$ cat config.mk
export PLATFORM = sky130hd
export DESIGN_NAME = seq_sub16_nibble
export DESIGN_NICKNAME = d
export VERILOG_FILES = /design/src/rtl/seq_sub16_nibble.sv
export SDC_FILE = /design/constraint.sdc
export NUM_CORES = 1
export LEC_CHECK = 0
export ABC_AREA = 1
export BUFFER_PORTS_ARGS = -buffer_cell sky130_fd_sc_hd__buf_2
export CAP_MARGIN = 30
export CORE_AREA = 4 4 102 104
export DETAILED_ROUTE_END_ITERATION = 8
export DIE_AREA = 0 0 106 108
export GPL_ROUTABILITY_DRIVEN = 1
export HOLD_SLACK_MARGIN = 0.15
export PLACE_DENSITY = 0.5
export SLEW_MARGIN = 20
export SYNTH_ARGS = -nofsm -noshare
export SYNTH_HDL_FRONTEND = slang
export SYNTH_SLANG_ARGS = --single-unit
$ cat constraint.sdc
create_clock -name clk -period 2.5 [get_ports clk]
set_clock_uncertainty 0.2 [all_clocks]
set_input_delay 0.5 -clock clk [delete_from_list [all_inputs] [get_ports clk]]
set_output_delay 0.5 -clock clk [all_outputs]
set_load 0.02 [all_outputs]
$ cat src/rtl/seq_sub16_nibble.sv
// seq_sub16_nibble: multi-cycle subtractor, DIFF = A - B - BIN, one SLICE-bit
// nibble per clock through a 4-bit carry-lookahead slice. The borrow is held in a
// register between nibbles. Valid/ready handshakes on both the operand and result sides.
module seq_sub16_nibble #(
    parameter int WIDTH = 16,
    parameter int SLICE = 4
) (
    input  logic             clk,
    input  logic             rst_n,
    input  logic             in_valid,
    output logic             in_ready,
    input  logic [WIDTH-1:0] A,
    input  logic [WIDTH-1:0] B,
    input  logic             BIN,
    output logic             out_valid,
    input  logic             out_ready,
    output logic [WIDTH-1:0] DIFF,
    output logic             BOUT,
    output logic             OVF,
    output logic             ZERO
);

    localparam int NSLICE = WIDTH / SLICE;
    localparam int IDXW   = (NSLICE > 1) ? $clog2(NSLICE) : 1;

    typedef enum logic [1:0] {
        IDLE = 2'd0,
        BUSY = 2'd1,
        DONE = 2'd2
    } state_t;

    state_t            state_q;
    logic [WIDTH-1:0]  a_q;
    logic [WIDTH-1:0]  b_q;
    logic [WIDTH-1:0]  diff_q;
    logic [WIDTH-1:0]  diff_d;
    logic              borrow_q;
    logic [IDXW-1:0]   idx_q;
    logic              in_ready_q;
    logic              out_valid_q;
    logic              bout_q;
    logic              ovf_q;
    logic              zero_q;

    logic [SLICE-1:0]  aSlice;
    logic [SLICE-1:0]  bSlice;
    logic [SLICE-1:0]  propSlice;
    logic [SLICE-1:0]  genSlice;
    logic [SLICE:0]    carry;
    logic [SLICE-1:0]  sumSlice;
    logic              lookAcc;
    logic              lookProp;
    logic              lastSlice;

    // Select the active nibble and run it through a carry-lookahead slice:
    // subtraction is A + ~B + ~borrow, so the carry-in is the inverted borrow.
    always_comb begin
        aSlice    = '0;
        bSlice    = '0;
        carry     = '0;
        lookAcc   = 1'b0;
        lookProp  = 1'b0;
        for (int i = 0; i < NSLICE; i++) begin
            if (idx_q == IDXW'(i)) begin
                aSlice = a_q[i*SLICE +: SLICE];
                bSlice = b_q[i*SLICE +: SLICE];
            end
        end
        propSlice = aSlice ^ ~bSlice;
        genSlice  = aSlice & ~bSlice;
        carry[0]  = ~borrow_q;
        for (int i = 0; i < SLICE; i++) begin
            lookAcc  = genSlice[i];
            lookProp = propSlice[i];
            for (int j = i - 1; j >= 0; j--) begin
                lookAcc  = lookAcc | (lookProp & genSlice[j]);
                lookProp = lookProp & propSlice[j];
            end
            carry[i+1] = lookAcc | (lookProp & carry[0]);
        end
        sumSlice  = propSlice ^ carry[SLICE-1:0];
        lastSlice = (idx_q == IDXW'(NSLICE - 1));
    end

    // Merge the freshly computed nibble into the result so the flags can see the full word.
    always_comb begin
        diff_d = diff_q;
        for (int i = 0; i < NSLICE; i++) begin
            if (idx_q == IDXW'(i)) begin
                diff_d[i*SLICE +: SLICE] = sumSlice;
            end
        end
    end

    // Control FSM with registered handshake signals, result and flags.
    always_ff @(posedge clk) begin
        if (!rst_n) begin
            state_q     <= IDLE;
            a_q         <= '0;
            b_q         <= '0;
            diff_q      <= '0;
            borrow_q    <= 1'b0;
            idx_q       <= '0;
            in_ready_q  <= 1'b1;
            out_valid_q <= 1'b0;
            bout_q      <= 1'b0;
            ovf_q       <= 1'b0;
            zero_q      <= 1'b0;
        end else begin
            case (state_q)
                IDLE: begin
                    if (in_valid) begin
                        a_q        <= A;
                        b_q        <= B;
                        borrow_q   <= BIN;
                        idx_q      <= '0;
                        in_ready_q <= 1'b0;
                        state_q    <= BUSY;
                    end
                end
                BUSY: begin
                    diff_q   <= diff_d;
                    borrow_q <= ~carry[SLICE];
                    idx_q    <= idx_q + IDXW'(1);
                    if (lastSlice) begin
                        bout_q      <= ~carry[SLICE];
                        ovf_q       <= (a_q[WIDTH-1] != b_q[WIDTH-1]) &&
                                       (diff_d[WIDTH-1] != a_q[WIDTH-1]);
                        zero_q      <= ~|diff_d;
                        out_valid_q <= 1'b1;
                        state_q     <= DONE;
                    end
                end
                DONE: begin
                    if (out_ready) begin
                        out_valid_q <= 1'b0;
                        in_ready_q  <= 1'b1;
                        state_q     <= IDLE;
                    end
                end
                default: begin
                    out_valid_q <= 1'b0;
                    in_ready_q  <= 1'b1;
                    state_q     <= IDLE;
                end
            endcase
        end
    end

    assign in_ready  = in_ready_q;
    assign out_valid = out_valid_q;
    assign DIFF      = diff_q;
    assign BOUT      = bout_q;
    assign OVF       = ovf_q;
    assign ZERO      = zero_q;

endmodule

## Yosys cells after proc, flatten, opt, wreduce, memory -nomap -nowiden

Cells that the tools add are included.

- Word-level logic and storage cells: 94
- Flip-flop bits (word level): 58
- Input port bits: 37
- Output and inout bits: 21

- Mux-type cells: 26
- $add $sub $neg: 1
- Equality and inequality tests: 10
- Bitwise operators: 34
- Reductions and logical operators: 12

Operator list:

| operator | number |
|---|---|
| two-way mux 4 bit | 12 |
| bitwise AND 1 bit | 16 |
| OR reduction 16 bit | 1 |
| OR 1 bit | 10 |
| AND reduction 3 bit | 3 |
| two-way mux 2 bit | 4 |
| bitwise XOR 4 bit | 2 |
| == test 2 bit, second input constant | 3 |
| inequality test 2 bit, second input constant | 3 |
| one-hot mux 1 bit (3 select lines) | 2 |
| one-hot mux 2 bit (3 select lines) | 1 |
| AND reduction 2 bit | 3 |
| two-way mux 1 bit | 5 |
| bitwise AND 4 bit | 1 |
| == test 2 x 1 -> 1 bit, second input constant | 2 |
| zero test 2 bit | 2 |
| inverter 1 bit | 4 |
| inverter 4 bit | 1 |
| one-hot mux 2 bit (2 select lines) | 1 |
| adder 2 x 1 -> 2 bit, second input constant | 1 |
| inequality test 1 bit | 2 |
| one-hot mux 1 bit (2 select lines) | 1 |
| nonzero test 2 bit | 1 |
| logical AND 1 bit | 1 |
| zero test 1 bit | 1 |

## Logic depth before layout (Yosys ltp)

- Word-level depth: 15
- Gate-level depth with buffers: 20
- Gate-level depth less buffers: 19

## Least setup slack after synthesis

OpenSTA, ideal clock, no wires.

- Kind: flip-flop to flip-flop
- Start point: register idx_q[1]
- End point: register zero_q, in the netlist ZERO
- Clock period less this slack: 2745 ps
- Buffers on the path: 1
- Library setup time: 69 ps
- Slack: -245 ps
- Data arrival time: 2475 ps
- Cell stages (with the launch flop): 17
- Required time: 2231 ps
- Cells stage by stage: dfxtp_1 inv_1 ha_1 buf_2 a21oi_1 nand2_1 a22oi_1 inv_1 fa_1 nand2_1 a21oi_1 nand3_1 nor2_1 nand3_1 nor2_1 nand2_1 a21oi_2

- Cells in the longest elaborated chain, start to end: 15
- Elaborated cells between the ends (all ways): 38
- Classes of those cells: eq/ne: 3; mux: 12; bitwise: 19; reduce/logical: 4

Ends and longest elaborated chain:

| element | line | text |
|---|---|---|
| start, declared | 38 | `logic [IDXW-1:0] idx_q;` |
| start signal, assigned | 124 | `idx_q <= idx_q + IDXW'(1);` |
| zero test 2 bit | 64, 89 |  |
| two-way mux 4 bit (4 in a row) | 64 | `if (idx_q == IDXW'(i)) begin` |
| inverter 4 bit | 69, 70 |  |
| bitwise XOR 4 bit / bitwise AND 4 bit (equally long branches) | 69, 70 |  |
| bitwise AND 1 bit, on equally long branches | 76, 77 |  |
| OR 1 bit, or another cell as far along | 76 | `lookAcc = lookAcc \| (lookProp & genSlice[j]);` |
| OR 1 bit / bitwise AND 1 bit (equally long branches) | 76, 79 |  |
| OR 1 bit | 79 | `carry[i+1] = lookAcc \| (lookProp & carry[0]);` |
| bitwise XOR 4 bit | 81 | `sumSlice = propSlice ^ carry[SLICE-1:0];` |
| two-way mux 4 bit | 89 | `if (idx_q == IDXW'(i)) begin` |
| OR reduction 16 bit | 129 | `zero_q <= ~\|diff_d;` |
| zero test 1 bit | 129 |  |
| end signal, assigned | 129 |  |
| end, declared | 43 | `logic zero_q;` |

Several ways; a longest one is shown, not always the timed one.
A chain may end at the register's enable or synchronous reset.

## Worst setup path in the final report

Ends and elaborated chain as after synthesis.

==> summary.md <==
| Metric | Value |
|---|---|
| Outcome | `finished with violations` |
| Failing checks | `setup timing` |
| Clk Latency, worst-skew pair | `340 ps` |
| Initial Utilization | `0.291` |
| 1st-iter DRT viols | `61` |
| Final WL | `8.16 mm` |
| Register Area | `1170 sq um` |
| CTS buffer count | `9` |
| Die Y | `108 microns` |
| Fmax | `361 MHz` |
| Total GRT Usage | `0.147` |
| Synth Flop Type | `dfxtp_1` |
| Worst r2r src | `idx_q[1]` |
| Hold path start | `A[4]` |
| Final setup violation count | `9` |
| Vias per cell | `4.52` |
| Worst-margin pin slew | `449 ps` |
| Largest net degree at the start of global routing | `38` |
| Dpl hpwl | `5.96 mm` |
| # placed instances | `596` |
| First-pass detailed-route iteration total | `4` |
| Slew margin rel. | `0.701` |
| Yosys reg bits | `58` |
| Clock Pin Slew Worst Setup and Hold Paths | `70 ps` |
| Final GP Congestion | `0.810` |
| Critical path fanouts, max | `5` |
| Setup crit end kind | `flip-flop` |
| First-pass GRT wire length | `13.3 mm` |
| Antenna violations before repair | `0` |
| Fill cells | `1027` |
| Area Overhead vs Synth | `45.7%` |
| Final hold vios | `0` |
| # diodes | `0` |
| Vias in the first global route | `2772` |
| Power Dens Cells | `787 nW/um^2` |
| EDFF count, synth | `0` |
| Asr flop ratio synth | `0` |
| Final #Nets | `528` |
| Fin crit share | `1.11` |
| Syn avg cell area | `7.08 sq um` |
| I/O pin count | `58` |
| Layout Cells excl Fill | `620` |
| Count of different cell masters after synthesis | `32` |
| Cell Area, Synth | `2780 sq um` |
| Core box area | `9550 sq um` |
| WS Path Type | `flip-flop to flip-flop` |
| DP Worst Slack | `-463 ps` |
| Hold Crit Class | `input pin to flip-flop` |
| RSZ-0062 raised after global routing | `true` |
| CP Data Arrival Time | `2850 ps` |
| Startpoint types | `flip-flop` |
| CTS tree | `done` |
| Post-synthesis sequential area ratio | `0.417` |
| Worst Hold Slack | `200 ps` |
| Post-detailed-route wirelength per cell | `13.2 microns` |
| Pleak | `1.88 nW` |
| Crit path launch | `idx_q[1]` |
| Maximum vdd drop | `0.000369 V` |
| Number of buffers added on ports | `57` |
| CTS root buffer | `clkbuf_8` |
| Fin crit period | `2770 ps` |
| Drt drc | `0` |
| Post-synth net total | `439` |
| Max Slew Vio Count | `0` |
| DRT antenna net count | `0` |
| Final worst setup slack | `-272 ps` |
| CP required | `2580 ps` |
| Total number of vias | `2803` |
| Grt ovf | `0` |
| CTS Buffer Depth | `2` |
| Hold buffers post-CTS | `0` |
| Die area | `11400 sq um` |
| Die Wd | `106 microns` |
| Cells after synthesis | `393` |
| Share of cells above drive strength 1 | `0.378` |
| Yosys warns | `0` |
| Rows | `36` |
| Most frequent cells in the layout | `nor2_1 (75), buf_2 (57), dfxtp_1 (56), o21ai_0 (42), nand2_1 (40)` |
| H-tree lvl count | `3` |
| Multi-input gate area | `1680 sq um` |
| # clock sinks | `58` |
| Commonest non-fill, non-tap cell in the layout | `nor2_1` |
| Max cap viols | `0` |
[worst paths after layout]
kind,endpoint,slack (ps),cells past startpoint
worst max-delay path,ZERO,-270,16
worst min-delay path,a_q[4],200,3
worst max register to register,ZERO,-270,16
worst min register to register,out_valid,270,2
[critical path: stages, from the launching register on]
cell and delay (ps):
dfxtp_4 370, inv_4 50, ha_4 180, buf_6 130, a21oi_4 110, nand2_2 60, a22oi_2 200, inv_2 70
fa_2 630, nand2_2 60, a21oi_2 130, nand3_1 90, nor2_1 90, nand3_1 70, nor2_1 100, nand2_1 70
a21oi_2 110
[power breakdown]
part | switching [mW] | leakage (nW) | internal [mW] | total [mW]
registers | 0.0559 | 0.480 | 0.998 | 1.05
logic | 0.531 | 1.27 | 0.440 | 0.971
clock network | 0.379 | 0.134 | 0.789 | 1.17
total | 0.966 | 1.88 | 2.23 | 3.19
[synth_stat cells, types with 2 or more instances]
master	n	area (sq um)
a211oi_1	3	22.5
nor3_1	2	10.0
a31oi_1	2	12.5
buf_2	7	35.0
dfxtp_1	58	1160
clkbuf_1	9	33.8
or2_2	6	37.5
o21ai_0	49	245
a22oi_1	2	15.0
o211ai_1	10	75.1
nand3_2	2	20.0
inv_1	32	120
buf_1	2	7.51
nand2_1	56	210
nand2_2	5	31.3
ha_1	8	100
nand3_1	19	95.1
or2_1	2	12.5
a21oi_1	29	145
inv_2	3	11.3
nor2_1	76	285
[kinds of logic (layout without fill, tap and decap cells)]
family | after synthesis | count (layout) | synth area share
AOI/OAI and AO/OA | 101 | 101 | 0.202
adders and majority gates | 9 | 9 | 0.0432
DFF | 58 | 58 | 0.417
and+or+nand+nor | 170 | 170 | 0.259
buffers and inverters | 55 | 149 | 0.0787
[registers in the layout, indices dropped and copies added, names as in the netlist]
register   flops
a_q           16
DIFF          16
b_q           16
in_ready       1
BOUT           1
idx_q          2
ZERO           1
borrow_q       1
state_q        2
out_valid      1
OVF            1
[routing by layer]
layer	vias up	global-route usage	wire length, microns
met1	1268	0.184	3880
met2	54	0.245	3850
li1	1469	-	-
met5	-	0	0
met4	0	0.0407	95
met3	12	0.0472	327
[per-stage QoR]
stage          power [mW]  instance area, sq um  TNS (ps)   util
5_1_grt              3.37                  4050     -3180  0.425
4_1_cts              3.09                  3820     -1310  0.400
3_3_place_gp         1.83                  3430     -2420  0.360
6_report             3.19                  4050     -1070  0.425
2_1_floorplan        1.53                  2830      -166      -
3_5_place_dp         1.83                  3430     -3520  0.360
[timing repair]
item,in CTS,in global routing
pin swaps,13,36
gates resized for setup,21,60
setup buffers,5,4
setup endpoints to repair,18,19
[final cells by class]
cell class                 instances  area share
sequential                        58       0.288
tap                              133      0.0410
clock buffer                      11      0.0349
multi-input combinational        280       0.414
timing repair buffer              97       0.154
clock inverter                     5      0.0309
inverter                          36      0.0377
(Power assumes the default switching activity.)
